**src/rtl/bin2bcd_pkg.sv**
```systemverilog
// rtl/bin2bcd_pkg.sv - shared constants for the sequential binary to BCD converter
package bin2bcd_pkg;

   localparam logic [0:0] ST_IDLE  = 1'b0;
   localparam logic [0:0] ST_SHIFT = 1'b1;

   localparam int         BCD_DIGIT_W    = 4;
   localparam logic [3:0] BCD_ADJ_THRESH = 4'd5;
   localparam logic [3:0] BCD_ADJ_ADD    = 4'd3;

endpackage

```
**src/rtl/bcd_add3.sv**
```systemverilog
// rtl/bcd_add3.sv - double-dabble digit adjust: digits of 5 or more get 3 added before the shift
module bcd_add3
   import bin2bcd_pkg::*;
(
   input  logic [BCD_DIGIT_W-1:0] d_i,
   output logic [BCD_DIGIT_W-1:0] d_o
);

   always_comb begin
      d_o = d_i;
      if (d_i >= BCD_ADJ_THRESH) begin
         d_o = d_i + BCD_ADJ_ADD;
      end
   end

endmodule

```
**src/rtl/bin2bcd_seq.sv**
```systemverilog
// rtl/bin2bcd_seq.sv - sequential double-dabble binary to packed BCD converter, one shift per clock
// Define BIN2BCD_CLAMP_EN to saturate out-of-range results to all 9s and expose ovf_o.
module bin2bcd_seq
   import bin2bcd_pkg::*;
#(
   parameter int IN_W   = 14,
   parameter int DIGITS = 4
) (
   input  logic                          clk_i,
   input  logic                          rst_i,
   input  logic                          start_i,
   input  logic [IN_W-1:0]               bin_i,
   output logic                          busy_o,
   output logic                          done_o,
`ifdef BIN2BCD_CLAMP_EN
   output logic [BCD_DIGIT_W*DIGITS-1:0] bcd_o,
   output logic                          ovf_o
`else
   output logic [BCD_DIGIT_W*DIGITS-1:0] bcd_o
`endif
);

   // One spare scratch digit keeps out-of-range inputs exact until truncation or clamping.
   localparam int SCR_W = BCD_DIGIT_W * (DIGITS + 1);
   localparam int BCD_W = BCD_DIGIT_W * DIGITS;
   localparam int CNT_W = $clog2(IN_W + 1);

   logic [0:0]            state_q, state_d;
   logic [CNT_W-1:0]      cnt_q, cnt_d;
   logic [IN_W-1:0]       bin_q, bin_d;
   logic [SCR_W-1:0]      scr_q, scr_d, scr_adj;
   logic [BCD_W-1:0]      bcd_q, bcd_d;
   logic                  done_q, done_d;
   logic [SCR_W+IN_W-1:0] shifted;
`ifdef BIN2BCD_CLAMP_EN
   logic                  ovf_q, ovf_d;
`endif

   for (genvar g = 0; g <= DIGITS; g++) begin : g_adj
      bcd_add3 u_add3 (
         .d_i (scr_q[g*BCD_DIGIT_W +: BCD_DIGIT_W]),
         .d_o (scr_adj[g*BCD_DIGIT_W +: BCD_DIGIT_W])
      );
   end

   always_comb begin
      shifted = {scr_adj, bin_q} << 1;
      state_d = state_q;
      cnt_d   = cnt_q;
      bin_d   = bin_q;
      scr_d   = scr_q;
      bcd_d   = bcd_q;
      done_d  = 1'b0;
`ifdef BIN2BCD_CLAMP_EN
      ovf_d   = ovf_q;
`endif
      if (state_q == ST_IDLE) begin
         if (start_i) begin
            bin_d   = bin_i;
            scr_d   = '0;
            cnt_d   = CNT_W'(IN_W);
            state_d = ST_SHIFT;
         end
      end else begin
         {scr_d, bin_d} = shifted;
         cnt_d = cnt_q - CNT_W'(1);
         if (cnt_q == CNT_W'(1)) begin
            state_d = ST_IDLE;
            done_d  = 1'b1;
`ifdef BIN2BCD_CLAMP_EN
            if (scr_d[SCR_W-1 -: BCD_DIGIT_W] != '0) begin
               bcd_d = {DIGITS{4'h9}};
               ovf_d = 1'b1;
            end else begin
               bcd_d = scr_d[BCD_W-1:0];
               ovf_d = 1'b0;
            end
`else
            bcd_d = scr_d[BCD_W-1:0];
`endif
         end
      end
   end

   always_ff @(posedge clk_i or posedge rst_i) begin
      if (rst_i) begin
         state_q <= ST_IDLE;
         cnt_q   <= '0;
         bin_q   <= '0;
         scr_q   <= '0;
         bcd_q   <= '0;
         done_q  <= 1'b0;
`ifdef BIN2BCD_CLAMP_EN
         ovf_q   <= 1'b0;
`endif
      end else begin
         state_q <= state_d;
         cnt_q   <= cnt_d;
         bin_q   <= bin_d;
         scr_q   <= scr_d;
         bcd_q   <= bcd_d;
         done_q  <= done_d;
`ifdef BIN2BCD_CLAMP_EN
         ovf_q   <= ovf_d;
`endif
      end
   end

   assign busy_o = (state_q == ST_SHIFT);
   assign done_o = done_q;
   assign bcd_o  = bcd_q;
`ifdef BIN2BCD_CLAMP_EN
   assign ovf_o  = ovf_q;
`endif

endmodule
```
**config.mk**
```make
export PLATFORM = sky130hd
export DESIGN_NAME = bin2bcd_seq
export DESIGN_NICKNAME = d
export VERILOG_FILES = /design/src/rtl/bin2bcd_pkg.sv /design/src/rtl/bcd_add3.sv /design/src/rtl/bin2bcd_seq.sv
export SDC_FILE = /design/constraint.sdc
export NUM_CORES = 1
export LEC_CHECK = 0
export BUFFER_PORTS_ARGS = -buffer_cell sky130_fd_sc_hd__buf_2
export CAP_MARGIN = 20
export CORE_MARGIN = 2
export CORE_UTILIZATION = 23
export CTS_CLUSTER_DIAMETER = 150
export DETAILED_ROUTE_END_ITERATION = 10
export PLACE_DENSITY = 0.44
export SYNTH_ARGS = -nofsm -noshare
export SYNTH_HDL_FRONTEND = slang
export SYNTH_SLANG_ARGS = --single-unit
```
**constraint.sdc**
```tcl
create_clock -name clk_i -period 1.7 [get_ports clk_i]
set_input_delay 0.17 -clock clk_i [delete_from_list [all_inputs] [get_ports clk_i]]
set_output_delay 0.17 -clock clk_i [all_outputs]
set_load 0.1 [all_outputs]
```
==> impl_metrics.yaml, run 1 <==
sta:
  timing.fmax_mhz: 631
  fin_setup_tns_ns: 0
  skew_ns: 0.00590
  fin_crit_ns: 1.58
  setup_viol: 0
  tightest_slew_ns: 0.532
  final.period_utilization: 0.932
  rsz0062_at_grt: "no"
  slew_viol_final: 0
  final-hold-violation-count: 0
  fin_ws_ns: 0.116
  slew-limit-headroom: 0.645
clock_network:
  cts_tree: "built"
  ctsHtreeMaxLevel: 2
  clockRootBuffer: "clkbuf_8"
  clockBufferDepth: 2
  clk_pin_slew_worst_paths_ns: 0.10
  worstSkewPairLatency_ns: 0.31
  cts.sinks: 52
  cts_made_buffers: 5
  cts_setup_buffers: 0
die:
  start_util: 0.234
  die_h_um: 109
  fp.dieW_um: 109
  dieArea_um2: 11800
  core_region_area_um2: 10700
  boundaryPins: 35
  row_count: 38
logic_synthesis:
  yosysWarnings: 0
  async_flop_share: 1.00
  synthMuxAreaShare: 0.131
  synthAdderAreaFrac: 0.0497
  synthSimpleGateAreaFrac: 0.135
  synth_nets: 268
  synth_top_family_by_area: "simple AND/OR/NAND/NOR gates"
  synthXorXnorAreaFrac: 0.0139
  synth_compound_area_frac: 0.110
  synthDistinctLibCells: 30
  syn-cell-area_um2: 2520
  synth_edf_count: 0
  synth_top_area_frac: 0.517
  syn_avg_cell_area_um2: 10.4
  synth_area_leader_cell: "dfrtp_1"
  yosysSeqAreaShare: 0.517
  synth_flop_cell: "dfrtp_1"
  synth_area_leaders: "dfrtp_1 52%, mux2i_1 11%, o21ai_0 6.0%"
  synth_seq_cells: 52
  netlist_instances: 241
finish:
  diodes: 0
  area_growth_pct: 20.7
  drive_above_1_share: 0.238
  fin_util: 0.283
  mostFrequentLayoutCells: "51 x dfrtp_1, 34 x nand2_1, 33 x buf_2"
  final_common_cell: "dfrtp_1"
  num-nets-final: 308
global_route:
  grt_pass1_wl_um: 8520
  gr-usage-all-layers: 0.0931
  antenna_found_initial: 0
  grt_overflow_total: 0
  grt_max_degree: 28
  grt_pass1_vias: 1724
worst_setup_path:
  cp_num_cells: 6
  r2r_end: "bcd_o[2]$_DFFE_PP0P_"
  cp_top_family: "flip-flops"
  path_max_fanout: 3
  crit_chain: "inv_1, ha_1, nand2b_1, a21oi_2, mux2_2, o21ai_0"
  r2r_slack_ns: 0.12
  worstRegToRegCells: 6
  cp.buffers_inverters: 1
  slowest_delay_ns: 0.41
  crit_path_top_delay_cell: "dfrtp_1"
  critPathLaunchType: "flop"
  startpoint: "scr_q[0]$_DFFE_PP0P_"
  path_class: "reg2reg"
  cp-end-kind: "flop"
  crit_end: "bcd_o[2]$_DFFE_PP0P_"
  crit-reg2reg-launch: "scr_q[0]$_DFFE_PP0P_"
  crit_arrival_ns: 1.82
  crit_required_ns: 1.94
routing:
  num_vias: 1791
  postRouteAntennaNets: 0
  drtPass1Iterations: 4
  drt_wl_total_um: 5130
  drtIter0Drc: 54
  wire_per_inst_um: 12.2
  drcViolationCount: 0
  routed_via_density: 4.24
placement:
  place_congestion: 0.723
  pre_cts_ws_ns: 0.0308
  numPortBuffers: 34
  hpwl_um: 3680
hold_path:
  hold_path.class: "in2reg"
run:
  maxCapViolations: 0
run_status:
  status: "completed"
-- through the flow --
step           hold WS (ns)  std cells  instance area [um2]
2_1_floorplan         0.326        241                 2520
3_3_place_gp          0.242        413                 2910
3_5_place_dp          0.245        413                 2910
4_1_cts              0.0912        422                 3010
5_1_grt               0.124        422                 3040
6_report             0.0997        422                 3040
-- layout make-up --
class | instances | area (um2)
Inverter | 13 | 48.8
Clock buffer | 6 | 82.6
Timing Repair Buffer | 45 | 283
Multi-Input combinational cell | 164 | 1130
Clock inverter | 2 | 15.0
Fill cell | 1164 | 7710
Sequential cell | 52 | 1300
Tap cell | 140 | 175
-- synthesized netlist by cell type, types with 6 or more instances --
| master | count |
|---|---|
| a21oi_1 | 11 |
| buf_2 | 8 |
| dfrtp_1 | 52 |
| ha_1 | 10 |
| inv_1 | 12 |
| mux2i_1 | 27 |
| nand2_1 | 34 |
| nand2b_1 | 15 |
| nor2_1 | 6 |
| nor3b_1 | 8 |
| o21ai_0 | 30 |
-- state kept, by name, summed over array words and instances (netlist names) --
register	count
bcd_o	16
scr_q	16
bin_q	14
cnt_q	4
busy_o	1
done_o	1
-- how the worst min path moves through the flow --
stage                     startpoint                   end  depth (start not counted)
after floorplan             bin_i[0]  bin_q[0]$_DFFE_PP0P_                          2
after global placement         rst_i  bin_q[4]$_DFFE_PP0P_                          2
after detailed placement       rst_i  bin_q[4]$_DFFE_PP0P_                          2
after CTS                   bin_i[0]  bin_q[0]$_DFFE_PP0P_                          3
after global routing        bin_i[0]  bin_q[0]$_DFFE_PP0P_                          3
final                       bin_i[0]  bin_q[0]$_DFFE_PP0P_                          3
-- worst register-to-register path: cells and delay by family, from the launching register on --
kind,cells,cell delay [ns]
buf+inv,1,0.12
fa+ha+maj,1,0.21
mux,1,0.37
compound gates,2,0.33
simple gates,1,0.09
flops,1,0.41
-- kinds of logic after synthesis --
family	Yosys count
xor gates and xnor gates	4
AOI/OAI and AO/OA	50
adders and majority gates	10
DFF	52
muxes	32
and+or+nand+nor	68
buffers and inverters	25
-- what timing repair did --
action,4_1_cts,5_1_grt
endpoints found under the hold margin,19,0
setup endpoints to repair,0,7
resized for setup,0,6
hold buffers,1,0
-- routing by layer --
layer	track usage	vias up	share of wire
met2	0.145	32	0.44
li1	-	898	-
met5	0	-	0
met4	0.0275	0	0.013
met3	0.0235	7	0.042
met1	0.128	854	0.51
Power of run 1 is not shown: default switching activity piles up to over one toggle a cycle in this logic, so the estimate is an artifact.
==> inputs of run 2 (changes only) <==
--- a/config.mk
+++ b/config.mk
@@ -12,6 +12,7 @@
 export CTS_CLUSTER_DIAMETER = 150
 export DETAILED_ROUTE_END_ITERATION = 10
 export PLACE_DENSITY = 0.44
+export RECOVER_POWER = 100
 export SYNTH_ARGS = -nofsm -noshare
 export SYNTH_HDL_FRONTEND = slang
 export SYNTH_SLANG_ARGS = --single-unit
==> impl_metrics.yaml, run 2 (synthesis results as in run 1) <==
finish:
  stdcell_area_um2: 3000
  mostFrequentLayoutCells: "52 x dfrtp_1, 34 x nand2_1, 29 x o21ai_0"
  fin_util: 0.279
  num-nets-final: 308
  area_growth_pct: 19.1
  final_common_cell: "dfrtp_1"
  drive_above_1_share: 0.223
  fillers: 1167
  diodes: 0
sta:
  final.period_utilization: 0.934
  tightest_slew_ns: 0.892
  rsz0062_at_grt: "no"
  fin_setup_tns_ns: 0
  slew-limit-headroom: 0.405
  fin_crit_ns: 1.59
  slew_viol_final: 0
  final-hold-violation-count: 0
  fin_hold_ws_ns: 0.0994
  setup_viol: 0
  skew_ns: 0.00562
  timing.fmax_mhz: 630
routing:
  drt_wl_total_um: 5140
  postRouteAntennaNets: 0
  drtPass1Iterations: 4
  num_vias: 1765
  routed_via_density: 4.18
  drcViolationCount: 0
  drtIter0Drc: 48
  wire_per_inst_um: 12.2
global_route:
  antenna_found_initial: 0
  grt_pass1_vias: 1724
  grt_overflow_total: 0
  grt_pass1_wl_um: 8520
  grt_max_degree: 28
  gr-usage-all-layers: 0.0931
clock_network:
  cts_made_buffers: 5
  clockRootBuffer: "clkbuf_8"
  clk_pin_slew_worst_paths_ns: 0.10
  clockBufferDepth: 2
  ctsHtreeMaxLevel: 2
  cts.sinks: 52
  cts_tree: "built"
  worstSkewPairLatency_ns: 0.31
  cts_setup_buffers: 0
run:
  maxCapViolations: 0
placement:
  hpwl_um: 3680
  numPortBuffers: 34
  place_congestion: 0.723
  place_area_um2: 2910
worst_setup_path:
  crit-reg2reg-launch: "scr_q[0]$_DFFE_PP0P_"
  path_max_fanout: 3
  crit_arrival_ns: 1.82
  crit_chain: "inv_1, ha_1, nand2b_1, a21oi_2, mux2_2, o21ai_0"
  crit_required_ns: 1.93
  path_class: "reg2reg"
  crit_path_top_delay_cell: "dfrtp_1"
  worstRegToRegCells: 6
  slowest_delay_ns: 0.41
  critPathLaunchType: "flop"
  r2r_slack_ns: 0.11
  r2r_end: "bcd_o[2]$_DFFE_PP0P_"
  cp-end-kind: "flop"
die:
  fp.dieW_um: 109
  row_count: 38
  start_util: 0.234
  boundaryPins: 35
  die_h_um: 109
  core_region_area_um2: 10700
  dieArea_um2: 11800
hold_path:
  hold_path.class: "in2reg"
  hold_path_end: "bin_q[0]$_DFFE_PP0P_"
  min_from: "bin_i[0]"
  hold_depth: 3
run_status:
  status: "completed"
-- run 2: worst max-delay path, delay by kind of cell, from the launching register on --
family                     cells  cell delay, ns
DFF                            1            0.41
muxes                          1            0.37
AOI/OAI and AO/OA              2            0.33
adders and majority gates      1            0.21
buffers and inverters          1            0.12
and+or+nand+nor                1            0.09
-- run 2: metrics by stage --
step / setup WS, ns / instances
after global placement: 0.142 / 413
after floorplan: 0.159 / 241
final: 0.113 / 422
after global routing: 0.00435 / 422
after CTS: 0.0474 / 422
after detailed placement: 0.0308 / 413
-- run 2: final cells by class --
class	instances	area (um2)	share of cell area
clock buffer	6	82.6	0.0275
clock inverter	2	15.0	0.00501
inverter	13	48.8	0.0163
multi-input combinational	164	1130	0.377
sequential	52	1300	0.434
tap	140	175	0.0584
timing repair buffer	45	244	0.0814
-- run 2: layer usage --
layer	GRT usage	vias to the layer above	wire length [um]
met4	0.0275	0	67
li1	-	895	-
met2	0.145	25	2250
met5	0	-	0
met3	0.0235	5	188
met1	0.128	840	2630
-- run 2: timing repair --
| action | in CTS | in global routing |
|---|---|---|
| hold endpoints to repair | 19 | 0 |
| setup endpoints to repair | 0 | 7 |
| hold buffers | 1 | 0 |
| gates resized for setup | 0 | 6 |
-- run 2: how the worst max path moves through the flow --
stage	start	to	slack (ns)	cells past startpoint
after detailed placement	scr_q[9]$_DFFE_PP0P_	bcd_o[10]$_DFFE_PP0P_	0.03	6
after global placement	scr_q[4]$_DFFE_PP0P_	scr_q[6]$_DFFE_PP0P_	0.14	6
after floorplan	rst_i	busy_o$_DFF_PP0_	0.16	1
after CTS	scr_q[9]$_DFFE_PP0P_	bcd_o[10]$_DFFE_PP0P_	0.05	6
after global routing	scr_q[12]$_DFFE_PP0P_	bcd_o[14]$_DFFE_PP0P_	0.004	6
final	scr_q[0]$_DFFE_PP0P_	bcd_o[2]$_DFFE_PP0P_	0.11	6
Power of run 2 is left out for the same reason.
==> inputs of run 3 (changes only) <==
--- a/config.mk
+++ b/config.mk
@@ -5,11 +5,11 @@
 export SDC_FILE = /design/constraint.sdc
 export NUM_CORES = 1
 export LEC_CHECK = 0
-export BUFFER_PORTS_ARGS = -buffer_cell sky130_fd_sc_hd__buf_2
+export BUFFER_PORTS_ARGS = -buffer_cell sky130_fd_sc_hd__buf_4
 export CAP_MARGIN = 20
 export CORE_MARGIN = 2
 export CORE_UTILIZATION = 23
-export CTS_CLUSTER_DIAMETER = 150
+export CTS_BUF_LIST = sky130_fd_sc_hd__clkbuf_4
 export DETAILED_ROUTE_END_ITERATION = 10
 export PLACE_DENSITY = 0.44
 export RECOVER_POWER = 100
==> impl_metrics.yaml, run 3 (synthesis results as in run 1) <==
global_route:
  grt_pass1_wl_um: 8640
  grt_overflow_total: 0
  grtUsageMet3: 0.0223
  busiest_layer: "met2"
  gr-usage-all-layers: 0.0940
  grt_max_degree: 53
  gr-usage-met1: 0.128
  antenna_found_initial: 0
  use_met2: 0.149
  grt_pass1_vias: 1767
clock_network:
  clockRootBuffer: "clkbuf_4"
  clk_pin_slew_worst_paths_ns: 0.16
  clockBufferDepth: 2
  cts_made_buffers: 5
  cts.sinks: 52
  cts_tree: "built"
  ctsHtreeMaxLevel: 2
  worstSkewPairLatency_ns: 0.37
run_status:
  status: "completed"
routing:
  drcViolationCount: 0
  drt_wl_total_um: 5020
  num_vias: 1717
  drtPass1Iterations: 4
  drtIter0Drc: 55
  postRouteAntennaNets: 0
  routed_via_density: 4.10
  wire_per_inst_um: 12.0
sta:
  rsz0062_at_grt: "no"
  tightest_slew_ns: 0.750
  slew_viol_final: 0
  slew-limit-headroom: 0.500
  fin_crit_ns: 1.59
  final-hold-violation-count: 0
  fin_setup_tns_ns: 0
  timing.fmax_mhz: 627
  setup_viol: 0
  final.period_utilization: 0.938
  skew_ns: 0.0171
finish:
  area_growth_pct: 18.5
  num-nets-final: 305
  mostFrequentLayoutCells: "51 x dfrtp_1, 34 x nand2_1, 30 x o21ai_0"
  stdcell_area_um2: 2980
  fin_util: 0.277
  diodes: 0
  drive_above_1_share: 0.219
  final_common_cell: "dfrtp_1"
worst_setup_path:
  r2r_slack_ns: 0.11
  cp-end-kind: "flop"
  critPathLaunchType: "flop"
  cp.buffers_inverters: 1
  crit_path_top_delay_cell: "dfrtp_1"
  crit_arrival_ns: 1.91
  cp_top_family: "flip-flops"
  path_max_fanout: 3
  crit_required_ns: 2.01
  crit_chain: "inv_1, ha_1, nand2b_1, a21oi_2, mux2_2, o21ai_0"
  slowest_delay_ns: 0.43
  path_class: "reg2reg"
die:
  start_util: 0.234
  row_count: 38
  boundaryPins: 35
  fp.dieW_um: 109
  core_region_area_um2: 10700
  dieArea_um2: 11800
  die_h_um: 109
hold_path:
  hold_path.class: "in2reg"
placement:
  numPortBuffers: 34
  hpwl_um: 3340
  place_area_um2: 2950
  place_congestion: 0.734
run:
  maxCapViolations: 0
==> run 3: cell types whose count changed in the layout (fill, tap and decap cells not counted), sizes merged <==
cell	before	now
buf	21	19
clkinv	0	1
clkinvlp	2	0
==> run 3: per-stage QoR <==
step                      instances  hold WS (ns)  setup slack (ns)
after floorplan                 241         0.326             0.159
after global placement          409         0.257             0.137
after detailed placement        409         0.263            0.0734
after CTS                       419        0.0250            0.0421
after global routing            419        0.0409            0.0123
final                           419        0.0417             0.105
==> run 3: per-layer routing <==
metal | routed length (um) | up-vias
li1 | - | 885
met1 | 2470 | 802
met2 | 2300 | 26
met3 | 192 | 4
met4 | 53 | 0
met5 | 0 | -
==> run 3: timing repair <==
action | in CTS | in global routing
hold endpoints to repair | 52 | 0
resized for setup | 0 | 5
setup buffers | 1 | 0
endpoints found under the setup margin | 1 | 6
hold buffers | 1 | 0
==> run 3: tightest hold or removal path: stages <==
cell	delay, ns
buf_4	0.08
mux2i_1	0.05
nor2_1	0.07
==> run 3: worst paths after layout <==
path | depth (start not counted) | start | to
setup / recovery | 6 | scr_q[0]$_DFFE_PP0P_ | bcd_o[2]$_DFFE_PP0P_
min in group asynchronous | 4 | rst_i | bin_q[5]$_DFFE_PP0P_
hold / removal | 3 | bin_i[0] | bin_q[0]$_DFFE_PP0P_
max in group asynchronous | 4 | rst_i | busy_o$_DFF_PP0_
hold reg to reg | 2 | bin_q[1]$_DFFE_PP0P_ | bin_q[2]$_DFFE_PP0P_
setup reg to reg | 6 | scr_q[0]$_DFFE_PP0P_ | bcd_o[2]$_DFFE_PP0P_
==> run 3: layout make-up <==
cell class / count / area [um2]
well taps: 140 / 175
clock buffers: 7 / 52.6
clock inverters: 1 / 8.76
repair buffers: 42 / 270
inverters: 13 / 48.8
multi-input cells: 164 / 1120
flip-flops and latches: 52 / 1300
fillers: 1163 / 7760
Power of run 3 is left out for the same reason.
